## src/rtl/vend_fsm_param_if.sv

```systemverilog
// Vending FSM bus: coin acceptor and hopper/dispenser side signals.
//   coin, cancel, chg_ack      : acceptor/hopper -> FSM
//   drink, chg_valid,
//   chg_is_refund, coin_reject,
//   credit, vend_count         : FSM -> dispenser/hopper/status
// master = acceptor/hopper side, slave = the vending FSM.
interface vend_fsm_param_if #(
  parameter int COIN_W   = 2,
  parameter int CREDIT_W = 4,
  parameter int CNT_W    = 8
);
  logic [COIN_W-1:0]   coin;
  logic                cancel;
  logic                chg_ack;
  logic                drink;
  logic                chg_valid;
  logic                chg_is_refund;
  logic                coin_reject;
  logic [CREDIT_W-1:0] credit;
  logic [CNT_W-1:0]    vend_count;

  modport master (
    output coin, cancel, chg_ack,
    input  drink, chg_valid, chg_is_refund, coin_reject, credit, vend_count
  );

  modport slave (
    input  coin, cancel, chg_ack,
    output drink, chg_valid, chg_is_refund, coin_reject, credit, vend_count
  );
endinterface

```

## src/rtl/vend_fsm_param.sv

```systemverilog
// Parametrised coin-operated vending FSM.
// Accumulates multi-value coin credit up to PRICE, pulses drink for one
// cycle, then pays change (or a cancel refund) as unit coins over a
// chg_valid/chg_ack handshake. Keeps a saturating count of items sold.
// Ports:
//   clk  : clock, rising edge
//   rst  : synchronous active-high reset
//   bus  : vend_fsm_param_if.slave (coin/cancel/chg_ack in;
//          drink/chg_valid/chg_is_refund/coin_reject/credit/vend_count out)
// All outputs are registers; no combinational input-to-output path.
module vend_fsm_param #(
  parameter int PRICE    = 4,
  parameter int COIN_W   = 2,
  parameter int CREDIT_W = 4,
  parameter int CNT_W    = 8
) (
  input logic             clk,
  input logic             rst,
  vend_fsm_param_if.slave bus
);

  // Worst-case credit: PRICE-1 already held plus the largest coin.
  localparam int MAX_CREDIT = PRICE - 1 + (1 << COIN_W) - 1;

  if (PRICE < 1) begin : g_chk_price
    $error("vend_fsm_param: PRICE must be at least 1");
  end
  if (MAX_CREDIT > (1 << CREDIT_W) - 1) begin : g_chk_credit
    $error("vend_fsm_param: CREDIT_W too narrow for PRICE-1 + max coin");
  end

  typedef enum logic [2:0] {IDLE, COLLECT, VEND, CHANGE, REFUND} state_t;

  localparam logic [CREDIT_W:0]   PRICE_S = (CREDIT_W+1)'(PRICE);
  localparam logic [CREDIT_W-1:0] PRICE_C = CREDIT_W'(PRICE);

  state_t              state;
  logic [CREDIT_W-1:0] credit_q;
  logic [CNT_W-1:0]    vend_count_q;
  logic                drink_q, chg_valid_q, chg_is_refund_q, coin_reject_q;
  logic                coin_nz;
  logic [CREDIT_W:0]   sum;

  assign coin_nz = (bus.coin != '0);
  // One extra bit so the price compare can never wrap.
  assign sum     = {1'b0, credit_q} + (CREDIT_W+1)'(bus.coin);

  always_ff @(posedge clk) begin
    if (rst) begin
      state           <= IDLE;
      credit_q        <= '0;
      vend_count_q    <= '0;
      drink_q         <= 1'b0;
      chg_valid_q     <= 1'b0;
      chg_is_refund_q <= 1'b0;
      coin_reject_q   <= 1'b0;
    end else begin
      drink_q       <= 1'b0;
      coin_reject_q <= 1'b0;
      case (state)
        IDLE: begin
          // credit is 0 here, so sum is just the coin; cancel is ignored.
          if (coin_nz) begin
            credit_q <= sum[CREDIT_W-1:0];
            if (sum >= PRICE_S) begin
              state   <= VEND;
              drink_q <= 1'b1;
            end else begin
              state <= COLLECT;
            end
          end
        end
        COLLECT: begin
          if (bus.cancel) begin
            // Cancel wins over a same-cycle coin, which is bounced.
            state           <= REFUND;
            chg_valid_q     <= 1'b1;
            chg_is_refund_q <= 1'b1;
            coin_reject_q   <= coin_nz;
          end else if (coin_nz) begin
            credit_q <= sum[CREDIT_W-1:0];
            if (sum >= PRICE_S) begin
              state   <= VEND;
              drink_q <= 1'b1;
            end
          end
        end
        VEND: begin
          coin_reject_q <= coin_nz;
          credit_q      <= credit_q - PRICE_C;
          if (vend_count_q != '1) vend_count_q <= vend_count_q + 1'b1;
          if (credit_q > PRICE_C) begin
            state           <= CHANGE;
            chg_valid_q     <= 1'b1;
            chg_is_refund_q <= 1'b0;
          end else begin
            state <= IDLE;
          end
        end
        CHANGE, REFUND: begin
          coin_reject_q <= coin_nz;
          if (bus.chg_ack) begin
            credit_q <= credit_q - 1'b1;
            // Last unit paid: drop valid together with the state change.
            if (credit_q == CREDIT_W'(1)) begin
              state           <= IDLE;
              chg_valid_q     <= 1'b0;
              chg_is_refund_q <= 1'b0;
            end
          end
        end
        default: state <= IDLE;
      endcase
    end
  end

  assign bus.drink         = drink_q;
  assign bus.chg_valid     = chg_valid_q;
  assign bus.chg_is_refund = chg_is_refund_q;
  assign bus.coin_reject   = coin_reject_q;
  assign bus.credit        = credit_q;
  assign bus.vend_count    = vend_count_q;

endmodule

```

## src/flat_wrapper.sv

```systemverilog
// flat-port wrapper written by rule: the top's interface ports become plain ports
module vend_fsm_param_flat 
#(
  parameter int PRICE    = 4,
  parameter int COIN_W   = 2,
  parameter int CREDIT_W = 4,
  parameter int CNT_W    = 8
)
  (clk, rst, bus_coin, bus_cancel, bus_chg_ack, bus_drink, bus_chg_valid, bus_chg_is_refund, bus_coin_reject, bus_credit, bus_vend_count);
  vend_fsm_param_if #(.COIN_W(COIN_W), .CREDIT_W(CREDIT_W), .CNT_W(CNT_W)) bus_i ();
  input logic clk;
  input logic rst;
  input wire logic [$bits(bus_i.coin)-1:0] bus_coin;
  input wire logic [$bits(bus_i.cancel)-1:0] bus_cancel;
  input wire logic [$bits(bus_i.chg_ack)-1:0] bus_chg_ack;
  output wire logic [$bits(bus_i.drink)-1:0] bus_drink;
  output wire logic [$bits(bus_i.chg_valid)-1:0] bus_chg_valid;
  output wire logic [$bits(bus_i.chg_is_refund)-1:0] bus_chg_is_refund;
  output wire logic [$bits(bus_i.coin_reject)-1:0] bus_coin_reject;
  output wire logic [$bits(bus_i.credit)-1:0] bus_credit;
  output wire logic [$bits(bus_i.vend_count)-1:0] bus_vend_count;
  assign bus_i.coin = bus_coin;
  assign bus_i.cancel = bus_cancel;
  assign bus_i.chg_ack = bus_chg_ack;
  assign bus_drink = bus_i.drink;
  assign bus_chg_valid = bus_i.chg_valid;
  assign bus_chg_is_refund = bus_i.chg_is_refund;
  assign bus_coin_reject = bus_i.coin_reject;
  assign bus_credit = bus_i.credit;
  assign bus_vend_count = bus_i.vend_count;
  vend_fsm_param #(.PRICE(PRICE), .COIN_W(COIN_W), .CREDIT_W(CREDIT_W), .CNT_W(CNT_W)) u_core (.clk(clk), .rst(rst), .bus(bus_i));
endmodule
```

## config.mk

```make
export PLATFORM = sky130hd
export DESIGN_NAME = vend_fsm_param_flat
export DESIGN_NICKNAME = d
export VERILOG_FILES = /design/src/rtl/vend_fsm_param_if.sv /design/src/rtl/vend_fsm_param.sv /design/src/flat_wrapper.sv
export SDC_FILE = /design/constraint.sdc
export NUM_CORES = 1
export LEC_CHECK = 0
export ABC_AREA = 0
export CAP_MARGIN = 20
export CELL_PAD_IN_SITES_DETAIL_PLACEMENT = 1
export CELL_PAD_IN_SITES_GLOBAL_PLACEMENT = 2
export CORE_MARGIN = 4
export CORE_UTILIZATION = 31
export CTS_BUF_LIST = sky130_fd_sc_hd__clkbuf_4 sky130_fd_sc_hd__clkbuf_8 sky130_fd_sc_hd__clkbuf_16
export DETAILED_ROUTE_END_ITERATION = 16
export PLACE_DENSITY = 0.86
export SYNTH_ARGS = -nofsm -noshare
export SYNTH_HDL_FRONTEND = slang
export SYNTH_SLANG_ARGS = --single-unit
export TNS_END_PERCENT = 30
```

## constraint.sdc

```tcl
create_clock -name clk -period 3 [get_ports clk]
set_input_delay 0.75 -clock clk [delete_from_list [all_inputs] [get_ports clk]]
set_output_delay 0.75 -clock clk [all_outputs]
set_load 0.03 [all_outputs]
```

Word-level counts from Yosys, hierarchy flattened

Index checks and enable logic that the tools add are counted.

$add $sub $neg: 4
Order comparisons: 2
Equality and inequality tests: 14
Mux-type cells: 26
Reduce and logical (&&, ||, !) cells: 10

Operator list:

| operator                                                                         | number |
|---|---|
| 3-bit two-way mux                                                                | 6 |
| 4-bit case mux with 4 select lines                                               | 1 |
| 4-bit two-way mux                                                                | 3 |
| 3-bit case mux with 4 select lines                                               | 1 |
| 5-bit AND reduction                                                              | 2 |
| 1-bit two-way mux                                                                | 9 |
| 8-bit by 1-bit adder with 8-bit output (second input constant)                   | 1 |
| 8-bit inequality test (second input constant)                                    | 1 |
| 3-bit by 2-bit == test with 1-bit output (second input constant)                 | 2 |
| 2-bit by 1-bit inequality test with 1-bit output (second input constant)         | 3 |
| 2-bit inequality test (second input constant)                                    | 3 |
| 3-bit by 2-bit inequality test with 1-bit output (second input constant)         | 2 |
| 1-bit case mux with 3 select lines                                               | 2 |
| 4-bit by 2-bit adder with 5-bit output                                           | 1 |
| 5-bit by 3-bit >= comparator with 1-bit output (second input constant)           | 1 |
| 4-bit by 1-bit == test with 1-bit output (second input constant)                 | 1 |
| 4-bit by 3-bit greater-than comparator with 1-bit output (second input constant) | 1 |
| 2-bit two-way mux                                                                | 2 |
| 1-bit case mux with 2 select lines                                               | 2 |
| 4-bit nonzero test                                                               | 1 |
| 4-bit by 1-bit subtractor with 4-bit output (second input constant)              | 1 |
| 4-bit by 3-bit subtractor with 4-bit output (second input constant)              | 1 |
| 3-bit by 1-bit == test with 1-bit output (second input constant)                 | 1 |
| 3-bit == test (second input constant)                                            | 1 |
| 7 further kinds                                                                  | 7 |

Flip-flop bits (word level): 19
Output and inout bits: 16

Longest topological paths before layout

Gate-level depths: netlist (run 1).

Depth after elaboration: 6
Mapped depth: 8
Mapped depth without buffers: 8

Worst setup path after synthesis (run 1)

Ideal clock, no wire load.

Kind: input-to-reg
From: input bus_coin[0]
To: register u_core.state[0]
Arrival time: 2.191 ns
Required time: 2.886 ns
Slack: 0.695 ns
Stages: 8
Path buffers: 0
Cells stage by stage: ha_1 inv_1 fa_1 nand2b_1 o21ai_0 a311oi_1 nor3_1 a21o_1

Word-level cells in the longest chain between the ends: 5

Ends and longest elaborated chain:

| element                                        | RTL line                                   | text |
|---|---|---|
| start, declared                                | flat_wrapper.sv:13                         | `input wire logic [$bits(bus_i.coin)-1:0] bus_coin;` |
| 4-bit by 2-bit adder with 5-bit output         | vend_fsm_param.sv:46                       | `assign sum = {1'b0, credit_q} + (CREDIT_W+1)'(bus.coin);` |
| 5-bit by 3-bit >= comparator with 1-bit output | vend_fsm_param.sv:65, vend_fsm_param.sv:82 |  |
| 2-bit two-way mux                              | vend_fsm_param.sv:65                       | `if (sum >= PRICE_S) begin` |
| 3-bit two-way mux                              | vend_fsm_param.sv:63                       | `if (coin_nz) begin` |
| 3-bit case mux with 4 select lines             | vend_fsm_param.sv:60                       | `case (state)` |
| end signal, assigned                           | vend_fsm_param.sv:66                       | `state <= VEND;` |
| end signal, assigned                           | vend_fsm_param.sv:69                       | `state <= COLLECT;` |
| end signal, assigned                           | vend_fsm_param.sv:83                       | `state <= VEND;` |
| end, declared                                  | vend_fsm_param.sv:37                       | `state_t state;` |

Several ways; a longest one is shown, not always the timed one. The select of a mux whose other input is x is not followed.
A chain may end at the register's enable or synchronous reset.

Worst setup path after layout (run 1)

From: input bus_coin[0]
To: register u_core.state[1]

Same word-level chain as after synthesis.

==> results of run 1 <==
[power by group through the flow]
| stage | combinational [mW] | clock, mW | sequential (mW) |
|---|---|---|---|
| 2_1_floorplan | 0.536 | 0 | 0.477 |
| 3_3_place_gp | 0.831 | 0 | 0.442 |
| 3_5_place_dp | 0.872 | 0 | 0.447 |
| 4_1_cts | 0.874 | 0.198 | 0.441 |
| 5_1_grt | 0.964 | 0.217 | 0.460 |
| 6_report | 0.882 | 0.186 | 0.440 |
[area by class of cell]
type	count	area, um^2	share of cell area [%]
multi-input combinational	123	855	52.3
tap	50	62.6	3.83
clock buffer	3	41.3	2.53
timing repair buffer	26	248	15.2
clock inverter	1	5.00	0.307
inverter	11	41.3	2.53
sequential	19	380	23.3
[worst max-delay path, delay by kind of cell]
family                     cells  cell delay (ns)
and+or+nand+nor                1             0.15
buffers and inverters          3             0.73
AOI/OAI and AO/OA              3             0.68
adders and majority gates      2             0.60
[cells in the mapped netlist, types with 2 or more instances]
cell type	n	area (um^2)
a2111oi_0	2	17.5
a211o_1	2	17.5
a211oi_1	5	37.5
a21o_1	2	15.0
a21oi_1	9	45.0
a311oi_1	2	17.5
and2_1	2	12.5
and3_1	2	12.5
clkbuf_1	4	15.0
dfxtp_1	19	380
ha_1	8	100
inv_1	11	41.3
mux2i_1	3	30.0
nand2_1	11	41.3
nand2b_1	5	31.3
nand3_1	4	20.0
nor2_1	18	67.6
nor2b_1	3	18.8
nor3_1	7	35.0
nor3_2	3	30.0
nor4_1	2	12.5
o21a_1	2	15.0
o21ai_0	4	20.0
o22ai_1	4	25.0
or3b_1	2	17.5
xnor2_1	6	52.6
xor2_1	3	26.3
[routing by layer]
metal	vias to the layer above	global-route usage (%)	share of wire, %
met4	0	5.53	1.4
met5	-	0	0
li1	616	-	-
met2	21	27.6	49
met1	619	19.4	47
met3	6	3.44	3.2
[flip-flops by register name, indices dropped and copies added, names as in the netlist]
signal                    count
u_core.bus.credit             4
u_core.bus.vend_count         8
u_core.bus.coin_reject        1
u_core.bus.drink              1
u_core.bus.chg_is_refund      1
u_core.state                  3
u_core.bus.chg_valid          1
[metrics by stage]
step                      instances  hold slack (ns)  utilization, %  instance area [um^2]  TNS [ns]
after floorplan                 160            0.581               -                  1310         0
after CTS                       233            0.479            40.4                  1630         0
after global routing            233            0.507            40.5                  1630         0
after global placement          229            0.446            39.2                  1580         0
final                           233            0.472            40.5                  1630         0
after detailed placement        229            0.468            39.2                  1580    -0.253
[cell families (layout without fill, tap and decap cells)]
logic type / count (synthesis) / after routing / share of synthesized area (%)
simple gates: 63 / 63 / 25.3
compound gates: 39 / 39 / 22.1
flops: 19 / 19 / 29.1
buf+inv: 18 / 41 / 6.03
fa+ha+maj: 9 / 9 / 9.19
xor+xnor: 9 / 9 / 6.03
mux: 3 / 3 / 2.30
[cell usage in the layout, fill, tap and decap left out, types with 5 or more instances in the layout]
cell type and n:
a211oi_1 5, a21oi_1 9, buf_4 5, clkdlybuf4s50_1 21
dfxtp_1 19, ha_1 8, inv_1 11, nand2_1 11
nand2b_1 5, nor2_1 18, nor3_1 7, xnor2_1 6
[path summary, 6_finish.rpt]
check                                           endpoint  slack [ns]  cells after the start                      from
worst max-delay path                     u_core.state[1]        0.20                      9               bus_coin[0]
worst min-delay path            u_core.bus.chg_is_refund        0.47                      2  u_core.bus.chg_is_refund
worst max register to register           u_core.state[1]        0.71                      8      u_core.bus.credit[0]
worst min register to register  u_core.bus.chg_is_refund        0.47                      2  u_core.bus.chg_is_refund
==> metrics.txt, run 1 <==
# IOs 22; Port Buffers 21; Routed WL 3860 um; post-CTS sizing 0; Worst Hold Class reg2reg; max incr delay on CP 0.51 ns; antenna fix cells 0; Layout area overhead 24.9%; number of synthesized flops with an enable pin 0; DIE AREA 5320 um^2; router iterations before antenna repair 4; mapped cell area 1310 um^2; CP max-delay cell clkdlybuf4s50_1; crit-path max FO 4; CTS tree done; vias in the first global route 1,369; post-layout power 1.51 mW; Distinct cells, synth 42; Worst Slack Setup Final 0.198 ns; clk sinks 19; Lkg Pwr 0.620 nW; root buf cell clkbuf_8; grt ovf 0; 1st-iter DRT viols between 70 and 80; H-Tree Depth 1; syn nets 175; worst skew pair latency 0.26 ns; Least-Margin Pin Slew roughly 0.63 ns; Warnings, synthesis 0; Num CTS Buffers 3; Die Ht 72.9 um; fmax 357 MHz; Clock Path Buffers 2; NumNets Final 199; CP Launch Type input port; DRC Markers 0; WP data arrival 2.92 ns; Final Cycle Share between 90 and 100%; fillcell total 494; CP cell instances clkdlybuf4s50_1 -> ha_1 -> inv_1 -> fa_1 -> buf_4 -> o21ai_0 -> a311oi_2 -> nor2_1 -> a211oi_1; Tmin final 2.80 ns; clk slew on worst S/H paths 0.08 ns; RSZ-0062 raised after global routing false; Initial Utilization 32.5%; combinational fraction of design power between 50% and 60%; Mean Syn Cell Area slightly above 8 um^2; Post-DP HPWL 3020 um; Sw Share a little under half; Post-Place Setup Slack -0.155 ns; fraction of layout cells with a size suffix above 1 8.20%; largest net degree at the start of global routing 20; Final Setup Violations 0; Clock Skew 0.00147 ns; setup bufs post-CTS 0; CP Class in2reg; Max VDD drop 0.000343 V; Die W 72.9 um; Vias/cell 5.42; Reg power frac 29.2%; Worst Setup End Kind register; RD Place Congestion between 0.9 and 1; Switch Pwr approximately 700 uW; initial antenna violation count 0; total of max-cap violations 0; Crit path required time 3.12 ns; Internal 793 uW; per-cell routed wire length around 17 um; DRT antenna net count 0; asr flop ratio synth 0%; outcome completed; cts hold-fix bufs 0; final hold viol count 0; first-pass GRT wire length ~6600 um; CORE AREA 4030 um^2; Mapped Cells 160; number of placement rows 23; vias post-DR roughly 1,300; Tot GR Track Use 15.9%; power density cells around 900 nW/um^2; Pins Over Slew Limit 0; top_reg_cell synth dfxtp_1; Slew HR 57.8%; post-synthesis sequential area ratio 29.1%; Yosys reg bits 19; Clk pwr share 12.3%
No activity file was read; power rests on OpenSTA's default activity.
==> run 2, diff against run 1 <==
PLACE_DENSITY = not set   (was 0.86)
PLACE_DENSITY_LB_ADDON = 0.1   (was not set)
RECOVER_POWER = 25   (was not set)
==> run 2 against run 1 <==
  * Utilization is 0.12 points lower
  * Combinational power decreased by 0.5%
  * Total power is 1.1% lower
  * Largest power group unchanged
  * Clock power about the same
  * Via count shrank 2.5%
  * Die area stayed put
  * Critical path depth stayed put
  * Sequential power is 3% lower
  * Routed wire length shrank 3.0%
  * Non-clock buffer count is 3 higher
  * Global-route usage down 0.70 points
==> metrics.txt, run 2 (synthesis results as in run 1) <==
Max VDD drop 0.000430 V; 1st-iter DRT viols 47; fillcell total 500; total of max-cap violations 0; Routed WL 3740 um; Post-DP HPWL 2980 um; Worst R2R Start u_core.bus.credit[0]; grt ovf 0; final hold slack 0.459 ns; Lkg Pwr 0.629 nW; RD Place Congestion 0.869; Die W roughly 73 um; NumNets Final just over 200; Final Cycle Share 93.0%; largest net degree at the start of global routing 17; Reg2Reg Capture Point u_core.state[1]; antenna fix cells 0; max reg flops 8; Tmin final 2.79 ns; DRT antenna net count 0; first-pass GRT wire length 6350 um; initial antenna violation count 0; worst skew pair latency between 0.2 and 0.3 ns; Slew HR 64.3%; most common cell after layout, fill and taps aside clkdlybuf4s50_1; Port Buffers 21; design area between 1500 and 2000 um^2; Crit path required time 3.17 ns; CP Launch Type input port; Die Ht 72.9 um; final hold viol count 0; fraction of layout cells with a size suffix above 1 8.06%; Clock Path Buffers 2; Worst Setup End Kind register; setup bufs post-CTS 0; vias in the first global route about 1,300; root buf cell clkbuf_8; outcome completed; most frequent cells in the layout clkdlybuf4s50_1 (20), dfxtp_1 (19), nor2_1 (18), inv_1 (11), nand2_1 (11); post-CTS sizing 0; number of placement rows 23; Least-Margin Pin Slew between 0.5 and 0.6 ns; H-Tree Depth 1; clk sinks 19; CP startpoint bus_coin[0]; Layout area overhead 24.5%; Num CTS Buffers 3; crit-path max FO 4; final core utilization 40.4%; FF+latch area 380 um^2; CTS tree done; flop-to-flop setup slack 0.71 ns; Worst Slack Setup Final 0.210 ns; Pins Over Slew Limit 0; Final Setup Violations 0; CP endpoint u_core.state[1]; CP Class in2reg; Post-DP Area 1600 um^2; Post-Place Setup Slack -0.0706 ns; Tot GR Track Use 15.2%; Worst Hold Class reg2reg; # IOs 22; Sum Neg Setup Slack 0 ns; power density cells 915 nW/um^2; fmax 358 MHz; multi-input combinational cell area 831 um^2; cts hold-fix bufs 0; DIE AREA 5320 um^2; router iterations before antenna repair 4; Vias/cell around 5.2; RSZ-0062 raised after global routing false; R2R cell count 8; vias post-DR 1,231; Initial Utilization 32.5%; per-cell routed wire length around 16 um; Clock Skew 0.00732 ns; WP data arrival roughly 3.0 ns; clk slew on worst S/H paths 0.07 ns; DRC Markers 0; CORE AREA between 4000 and 5000 um^2
-- run 2: area by class of cell --
type / instances / share of cell area (%)
sequential: 19 / 23.4
clock buffer: 3 / 2.54
clock inverter: 1 / 0.307
multi-input combinational: 123 / 51.0
inverter: 11 / 2.54
tap: 50 / 3.84
timing repair buffer: 29 / 16.4
-- run 2: metal layers --
| metal | up-vias | part of all wire [%] | global-route usage, % |
|---|---|---|---|
| met5 | - | 0 | 0 |
| met4 | 0 | 0.88 | 3.07 |
| met3 | 5 | 2.4 | 2.34 |
| met2 | 15 | 47 | 26.3 |
| met1 | 588 | 50 | 20.1 |
| li1 | 623 | - | - |
-- run 2: critical path, cell delays in order --
cell and delay, ns:
clkdlybuf4s50_1 0.51, ha_1 0.18, inv_1 0.05, fa_1 0.38, nand2b_1 0.10, o21ai_0 0.16, a311oi_1 0.50, nor2_1 0.09
a211oi_1 0.23
-- run 2: worst min-delay path by stage --
stage / start / endpoint / cells after the start
floorplan: u_core.bus.chg_is_refund / u_core.bus.chg_is_refund / 2
global placement: u_core.bus.chg_is_refund / u_core.bus.chg_is_refund / 2
detailed placement: u_core.bus.chg_is_refund / u_core.bus.chg_is_refund / 2
CTS: u_core.bus.chg_is_refund / u_core.bus.chg_is_refund / 2
global route: u_core.bus.chg_is_refund / u_core.bus.chg_is_refund / 2
finish: u_core.bus.chg_is_refund / u_core.bus.chg_is_refund / 2
-- run 2: report_power, final --
part / internal, mW / switching, mW / leakage (nW)
combinational: 0.389 / 0.489 / 0.448
clock: 0.0925 / 0.0937 / 0.0255
sequential: 0.315 / 0.111 / 0.155
-- run 2: metrics by stage --
| step | power, mW | cells |
|---|---|---|
| after floorplan | 1.01 | 160 |
| after global placement | 1.30 | 232 |
| after detailed placement | 1.32 | 232 |
| after CTS | 1.51 | 236 |
| after global routing | 1.62 | 236 |
| final | 1.49 | 236 |
